--- config.mk ---
export PLATFORM = sky130hd
export DESIGN_NAME = dmem_lsu
export DESIGN_NICKNAME = d
export VERILOG_FILES = /design/src/rtl/dmem_pkg.sv /design/src/rtl/dmem_lsu.sv
export SDC_FILE = /design/constraint.sdc
export NUM_CORES = 1
export LEC_CHECK = 0
export ABC_AREA = 1
export BUFFER_PORTS_ARGS = -buffer_cell sky130_fd_sc_hd__clkbuf_2
export CORE_ASPECT_RATIO = 1.75
export CORE_UTILIZATION = 35
export DETAILED_ROUTE_END_ITERATION = 16
export GPL_ROUTABILITY_DRIVEN = 0
export HOLD_SLACK_MARGIN = 0.15
export PLACE_DENSITY_LB_ADDON = 0.12
export SLEW_MARGIN = 20
export SYNTH_ARGS = -nofsm -noshare
export SYNTH_HDL_FRONTEND = slang
export SYNTH_SLANG_ARGS = --single-unit
--- constraint.sdc ---
create_clock -name clk -period 2.1 [get_ports clk]
set_clock_uncertainty 0.1 [all_clocks]
set_input_delay 0.105 -clock clk [delete_from_list [all_inputs] [get_ports clk]]
set_output_delay 0.105 -clock clk [all_outputs]
set_load 0.03 [all_outputs]
--- src/rtl/dmem_pkg.sv ---
// Shared definitions for the dmem load/store unit: dmem memop codes, RV32 funct3
// codes, the sequencer state type and the funct3 decode helpers.
package dmem_pkg;

    localparam int XLEN = 32;

    localparam logic [2:0] MEMOP_W  = 3'b000;
    localparam logic [2:0] MEMOP_B  = 3'b001;
    localparam logic [2:0] MEMOP_H  = 3'b010;
    localparam logic [2:0] MEMOP_BU = 3'b101;
    localparam logic [2:0] MEMOP_HU = 3'b110;

    localparam logic [2:0] F3_LB  = 3'b000;
    localparam logic [2:0] F3_LH  = 3'b001;
    localparam logic [2:0] F3_LW  = 3'b010;
    localparam logic [2:0] F3_LBU = 3'b100;
    localparam logic [2:0] F3_LHU = 3'b101;
    localparam logic [2:0] F3_SB  = 3'b000;
    localparam logic [2:0] F3_SH  = 3'b001;
    localparam logic [2:0] F3_SW  = 3'b010;

    typedef enum logic [2:0] {
        ST_IDLE,
        ST_SETUP,
        ST_SAMPLE,
        ST_COMMIT,
        ST_RESP
    } lsu_state_e;

    typedef struct packed {
        logic       legal;
        logic [2:0] memop;
    } memop_dec_t;

    function automatic memop_dec_t decode_funct3(input logic is_store, input logic [2:0] funct3);
        memop_dec_t dec;
        dec.legal = 1'b1;
        dec.memop = MEMOP_W;
        if (is_store) begin
            case (funct3)
                F3_SB:   dec.memop = MEMOP_B;
                F3_SH:   dec.memop = MEMOP_H;
                F3_SW:   dec.memop = MEMOP_W;
                default: dec.legal = 1'b0;
            endcase
        end else begin
            case (funct3)
                F3_LB:   dec.memop = MEMOP_B;
                F3_LH:   dec.memop = MEMOP_H;
                F3_LW:   dec.memop = MEMOP_W;
                F3_LBU:  dec.memop = MEMOP_BU;
                F3_LHU:  dec.memop = MEMOP_HU;
                default: dec.legal = 1'b0;
            endcase
        end
        return dec;
    endfunction

    function automatic logic is_misaligned(input logic [2:0] memop, input logic [1:0] addr_lo);
        logic mis;
        case (memop)
            MEMOP_H, MEMOP_HU: mis = addr_lo[0];
            MEMOP_W:           mis = (addr_lo != 2'b00);
            default:           mis = 1'b0;
        endcase
        return mis;
    endfunction

endpackage

--- src/rtl/dmem_lsu.sv ---
// Multi-cycle load/store sequencer in front of the byte-masked RMW dmem:
// one request at a time, registered rdclk/wrclk strobes, single response pulse.
module dmem_lsu
    import dmem_pkg::*;
(
    input  logic            clk,
    input  logic            reset,
    input  logic            req_valid,
    output logic            req_ready,
    input  logic            req_we,
    input  logic [2:0]      req_funct3,
    input  logic [XLEN-1:0] req_addr,
    input  logic [XLEN-1:0] req_wdata,
    output logic            resp_valid,
    output logic [XLEN-1:0] resp_rdata,
    output logic            resp_misaligned,
    output logic            resp_illegal,
    output logic [XLEN-1:0] dmemaddr,
    output logic [XLEN-1:0] dmemdatain,
    input  logic [XLEN-1:0] dmemdataout,
    output logic            dmemrdclk,
    output logic            dmemwrclk,
    output logic [2:0]      dmemop,
    output logic            dmemwe
);

    lsu_state_e      state_q;
    logic            req_ready_q;
    logic            resp_valid_q;
    logic [XLEN-1:0] resp_rdata_q;
    logic            resp_mis_q;
    logic            resp_ill_q;
    logic [XLEN-1:0] addr_q;
    logic [XLEN-1:0] wdata_q;
    logic [2:0]      op_q;
    logic            rdclk_q;
    logic            wrclk_q;
    logic            we_q;

    // Decode only feeds flop D inputs; strobes never see a combinational input path.
    memop_dec_t req_dec;
    logic       req_mis;
    logic       req_ill;

    assign req_dec = decode_funct3(req_we, req_funct3);
    assign req_ill = ~req_dec.legal;
    assign req_mis = req_dec.legal & is_misaligned(req_dec.memop, req_addr[1:0]);

    always_ff @(posedge clk) begin
        if (reset) begin
            state_q      <= ST_IDLE;
            req_ready_q  <= 1'b1;
            resp_valid_q <= 1'b0;
            resp_rdata_q <= '0;
            resp_mis_q   <= 1'b0;
            resp_ill_q   <= 1'b0;
            addr_q       <= '0;
            wdata_q      <= '0;
            op_q         <= '0;
            rdclk_q      <= 1'b0;
            wrclk_q      <= 1'b0;
            we_q         <= 1'b0;
        end else begin
            case (state_q)
                ST_IDLE: begin
                    if (req_valid) begin
                        req_ready_q  <= 1'b0;
                        resp_rdata_q <= '0;
                        if (req_ill || req_mis) begin
                            resp_valid_q <= 1'b1;
                            resp_ill_q   <= req_ill;
                            resp_mis_q   <= req_mis;
                            state_q      <= ST_RESP;
                        end else begin
                            addr_q  <= req_addr;
                            wdata_q <= req_wdata;
                            op_q    <= req_dec.memop;
                            we_q    <= req_we;
                            rdclk_q <= 1'b1;
                            state_q <= ST_SETUP;
                        end
                    end
                end
                ST_SETUP: begin
                    // Falling rdclk lets dmem capture q (load) or the old word (store).
                    rdclk_q <= 1'b0;
                    state_q <= ST_SAMPLE;
                end
                ST_SAMPLE: begin
                    if (we_q) begin
                        wrclk_q <= 1'b1;
                        state_q <= ST_COMMIT;
                    end else begin
                        resp_rdata_q <= dmemdataout;
                        resp_valid_q <= 1'b1;
                        state_q      <= ST_RESP;
                    end
                end
                ST_COMMIT: begin
                    wrclk_q      <= 1'b0;
                    we_q         <= 1'b0;
                    resp_valid_q <= 1'b1;
                    state_q      <= ST_RESP;
                end
                ST_RESP: begin
                    resp_valid_q <= 1'b0;
                    resp_rdata_q <= '0;
                    resp_mis_q   <= 1'b0;
                    resp_ill_q   <= 1'b0;
                    req_ready_q  <= 1'b1;
                    state_q      <= ST_IDLE;
                end
                default: begin
                    rdclk_q     <= 1'b0;
                    wrclk_q     <= 1'b0;
                    we_q        <= 1'b0;
                    req_ready_q <= 1'b1;
                    state_q     <= ST_IDLE;
                end
            endcase
        end
    end

    assign req_ready       = req_ready_q;
    assign resp_valid      = resp_valid_q;
    assign resp_rdata      = resp_rdata_q;
    assign resp_misaligned = resp_mis_q;
    assign resp_illegal    = resp_ill_q;
    assign dmemaddr        = addr_q;
    assign dmemdatain      = wdata_q;
    assign dmemop          = op_q;
    assign dmemrdclk       = rdclk_q;
    assign dmemwrclk       = wrclk_q;
    assign dmemwe          = we_q;

endmodule

==> tab_implementation.tex <==
\begin{tabular}{lr}
\hline
Metric & Value \\
\hline
\multicolumn{2}{l}{\textbf{Status}} \\
Outcome & finished clean \\
\multicolumn{2}{l}{\textbf{Worst hold path}} \\
Sink of the worst hold path & resp\_misaligned \\
Class of the worst hold path & input port to register \\
Count of cells along the worst hold path & 5 \\
Hold Startpoint & req\_valid \\
\multicolumn{2}{l}{\textbf{Clocking}} \\
Insertion delay of the later-clocked pin in the worst-skew pair & approximately 0.34 ns \\
Clk sinks & about 110 \\
Clock slew at reported path FFs & 0.07 ns \\
H-tree depth & 3 \\
CTS tree & built \\
Clock tree buffer depth & 2 \\
Clock root buffer & sky130\_fd\_sc\_hd\_\_clkbuf\_16 \\
Number of buffers added for setup after CTS & 0 \\
Number of CTS-inserted buffers & 9 \\
\multicolumn{2}{l}{\textbf{Timing}} \\
Final-layout worst hold slack & between 0.15 and 0.2 ns \\
Crit share post-route & around nine tenths \\
Normalized max-slew margin & between 70\% and 80\% \\
Accumulated negative setup slack & 0 ns \\
Final setup vio count & 0 \\
Post-layout min period & approximately 1.9 ns \\
Unrepaired setup endpoints after global routing & false \\
F\_max & 529 MHz \\
Worst-Margin Slew & 0.393 ns \\
Max-slew violations & 0 \\
Final count of hold timing violations & 0 \\
\multicolumn{2}{l}{\textbf{Synthesis}} \\
Fraction of the yosys area taken by sequential cells & a little under half \\
Syn Inst Count & 684 \\
Synthesized netlist net count & slightly below 800 \\
Mean Syn Cell Area & $\sim$6.7 um\^{}2 \\
Number of synthesized register bits & 109 \\
Yosys warnings & 0 \\
Syn Std Cell Area & about 0.0046 mm\^{}2 \\
Count of cell types in the netlist & 21 \\
\multicolumn{2}{l}{\textbf{Power and ir drop}} \\
Power after layout & about 5.7 mW \\
Power per cell area & 808 mW/mm\^{}2 \\
Leakage component of the power & approximately 3.7 nW \\
Highest ir drop seen on vdd & between 500 and 600 uV \\
\multicolumn{2}{l}{\textbf{Global routing}} \\
Number of global-route vias before repair & around 4500 \\
Antenna violations before repair & 0 \\
Largest net degree at the start of global routing & 83 \\
Total GRT Usage & around a fifth \\
Remaining global-route overflow & 0 \\
Wire length of the first global-routing pass & around 20 mm \\
\multicolumn{2}{l}{\textbf{Final layout}} \\
Leading cell type in the layout, fill and taps excluded & sky130\_fd\_sc\_hd\_\_clkbuf\_2 \\
Leading cell types in the layout, fill and taps excluded & 208 x sky130\_fd\_sc\_hd\_\_clkbuf\_2, 186 x sky130\_fd\_sc\_hd\_\_nand2\_1, 175 x sky130\_fd\_sc\_hd\_\_nor2\_1 \\
Fraction of final layout cells with drive strength greater than 1 & 24.4\% \\
Count of fill cells added during filler insertion & approximately 1200 \\
Number of antenna repair diodes & 0 \\
Relative area change from synthesis to final layout & 53.9\% \\
NumNets Final & roughly 1100 \\
\multicolumn{2}{l}{\textbf{Worst setup path}} \\
Critical Path AT & just over 2 ns \\
R2R Path End & resp\_rdata[0] \\
Critical path buffer and inverter count & 3 \\
Most used cell, CP & sky130\_fd\_sc\_hd\_\_nand2\_1 \\
Max stage delay on crit path & 0.56 ns \\
RR Startpoint & state\_q[1] \\
Largest fanout of any net on the critical path & between 80 and 90 \\
CP delay by family, top & buffers and inverters \\
Critical-path cell list & dlygate4sd3\_1 -> clkbuf\_2 -> nand2\_1 -> nand2\_1 -> nand2\_1 -> nand4\_2 -> nor2\_4 -> buf\_12 -> nand2\_1 -> nand2\_1 -> nor2\_1 \\
Worst reg2reg path depth & 10 \\
Internal reg-to-reg setup slack & approximately 0.31 ns \\
Required time of the critical path & 2.24 ns \\
Kind of critical path & input port to register \\
Category of the worst setup path capture point & register \\
Crit start category & input port \\
Standard cell with the maximum stage delay on the critical path & sky130\_fd\_sc\_hd\_\_dlygate4sd3\_1 \\
\multicolumn{2}{l}{\textbf{Floorplanning}} \\
Effective utilization at floorplan & 36.2\% \\
Area of the core & between 0.01 and 0.015 mm\^{}2 \\
Area enclosed by the die boundary & about 0.014 mm\^{}2 \\
Width of the die & 88.4 um \\
Total number of placement rows & 54 \\
Vertical die dimension & around 150 um \\
Number of top-level pins & 209 \\
\multicolumn{2}{l}{\textbf{Placed design}} \\
Dpl hpwl & about 8.3 mm \\
Number of port buffers & around 210 \\
\multicolumn{2}{l}{\textbf{Routing}} \\
Total vias in the final route & $\sim$5000 \\
Vias per std cell & around 4.4 \\
Initial DRT Pass Iterations & 4 \\
DRT antenna net count & 0 \\
Overall routed net length & approximately 13 mm \\
DRC errors left & 0 \\
Number of design-rule violations left by the first detailed-router iteration & roughly 110 \\
Routed wire length per instance & 11.0 um \\
\multicolumn{2}{l}{\textbf{Job}} \\
\# Max-Cap Violations & 0 \\
\hline
\end{tabular}
==> layer usage <==
| layer | vias up | global-route usage (%) | part of all wire, % |
|---|---|---|---|
| met2 | 156 | 33.7 | 51 |
| li1 | 2627 | - | - |
| met5 | - | 0 | 0 |
| met3 | 22 | 5.02 | 6.1 |
| met1 | 2196 | 19.4 | 40 |
| met4 | 0 | 8.45 | 2.7 |
==> cell usage after synthesis, drive strengths merged <==
cell type,n,area [um^2]
clkbuf,17,63.8
dfxtp,109,2180
nor3,3,20.0
buf,22,153
nand2,187,704
nand3,44,220
nand4,4,31.3
a21oi,6,30.0
nor2,178,691
mux2i,1,10.0
inv,79,297
a211oi,1,7.51
o21ai,33,165
==> worst register-to-register path, cell delays in order (launching register included) <==
cell,delay (ns)
sky130_fd_sc_hd__dfxtp_1,0.47
sky130_fd_sc_hd__inv_1,0.07
sky130_fd_sc_hd__nand2_1,0.10
sky130_fd_sc_hd__inv_2,0.06
sky130_fd_sc_hd__nand2_2,0.15
sky130_fd_sc_hd__nand2_1,0.11
sky130_fd_sc_hd__nor2_4,0.11
sky130_fd_sc_hd__buf_12,0.23
sky130_fd_sc_hd__nand2_1,0.11
sky130_fd_sc_hd__o21ai_0,0.10
sky130_fd_sc_hd__nor2_1,0.06
==> logic make-up after synthesis <==
logic type | after synthesis | share of synthesized area [%]
multiplexers | 1 | 0.219
flip-flops | 109 | 47.7
AO/OA/AOI/OAI | 40 | 4.43
AND/OR/NAND/NOR | 416 | 36.4
buffers and inverters | 118 | 11.2
==> power breakdown <==
part | internal, mW | switching [mW] | leakage (nW)
combinational | 0.567 | 1.01 | 2.63
sequential | 2.28 | 0.116 | 0.893
clock | 0.968 | 0.753 | 0.150
==> per-stage QoR <==
stage | setup slack (ns) | instances | area (um^2) | utilization (%)
floorplan | 0.524 | 684 | 4570 | -
global placement | 0.393 | 1028 | 5710 | 45.2
detailed placement | 0.350 | 1028 | 5710 | 45.2
CTS | 0.258 | 1146 | 7040 | 55.7
global route | 0.0701 | 1146 | 7040 | 55.7
finish | 0.208 | 1146 | 7040 | 55.7
==> worst max-delay path by stage <==
stage,from,to,slack (ns),cells after the start
finish,req_funct3[2],dmemaddr[19],0.21,11
global route,req_we,dmemaddr[16],0.07,11
CTS,req_funct3[2],dmemaddr[19],0.26,11
detailed placement,state_q[2],resp_rdata[0],0.35,8
global placement,state_q[1],resp_rdata[1],0.39,10
floorplan,state_q[0],resp_rdata[0],0.52,10
==> flip-flops by register name (all words and copies together) (netlist names), 3 cells and up <==
name,count
dmemaddr,32
dmemdatain,32
resp_rdata,32
dmemop,3
state_q,3
==> cell type report <==
class / instances / area, um^2 / area share, %
clock buffers: 10 / 239 / 3.39
clock inverters: 6 / 68.8 / 0.977
inverters: 79 / 297 / 4.21
multi-input cells: 457 / 1880 / 26.7
flip-flops and latches: 109 / 2180 / 31.0
well taps: 168 / 210 / 2.99
repair buffers: 317 / 2160 / 30.7
==> what timing repair did <==
item                                   in CTS  in global routing
hold buffers                              102                  0
resized for setup                           0                  0
endpoints found under the hold margin     100                  0
No activity file was read; power rests on OpenSTA's default activity.
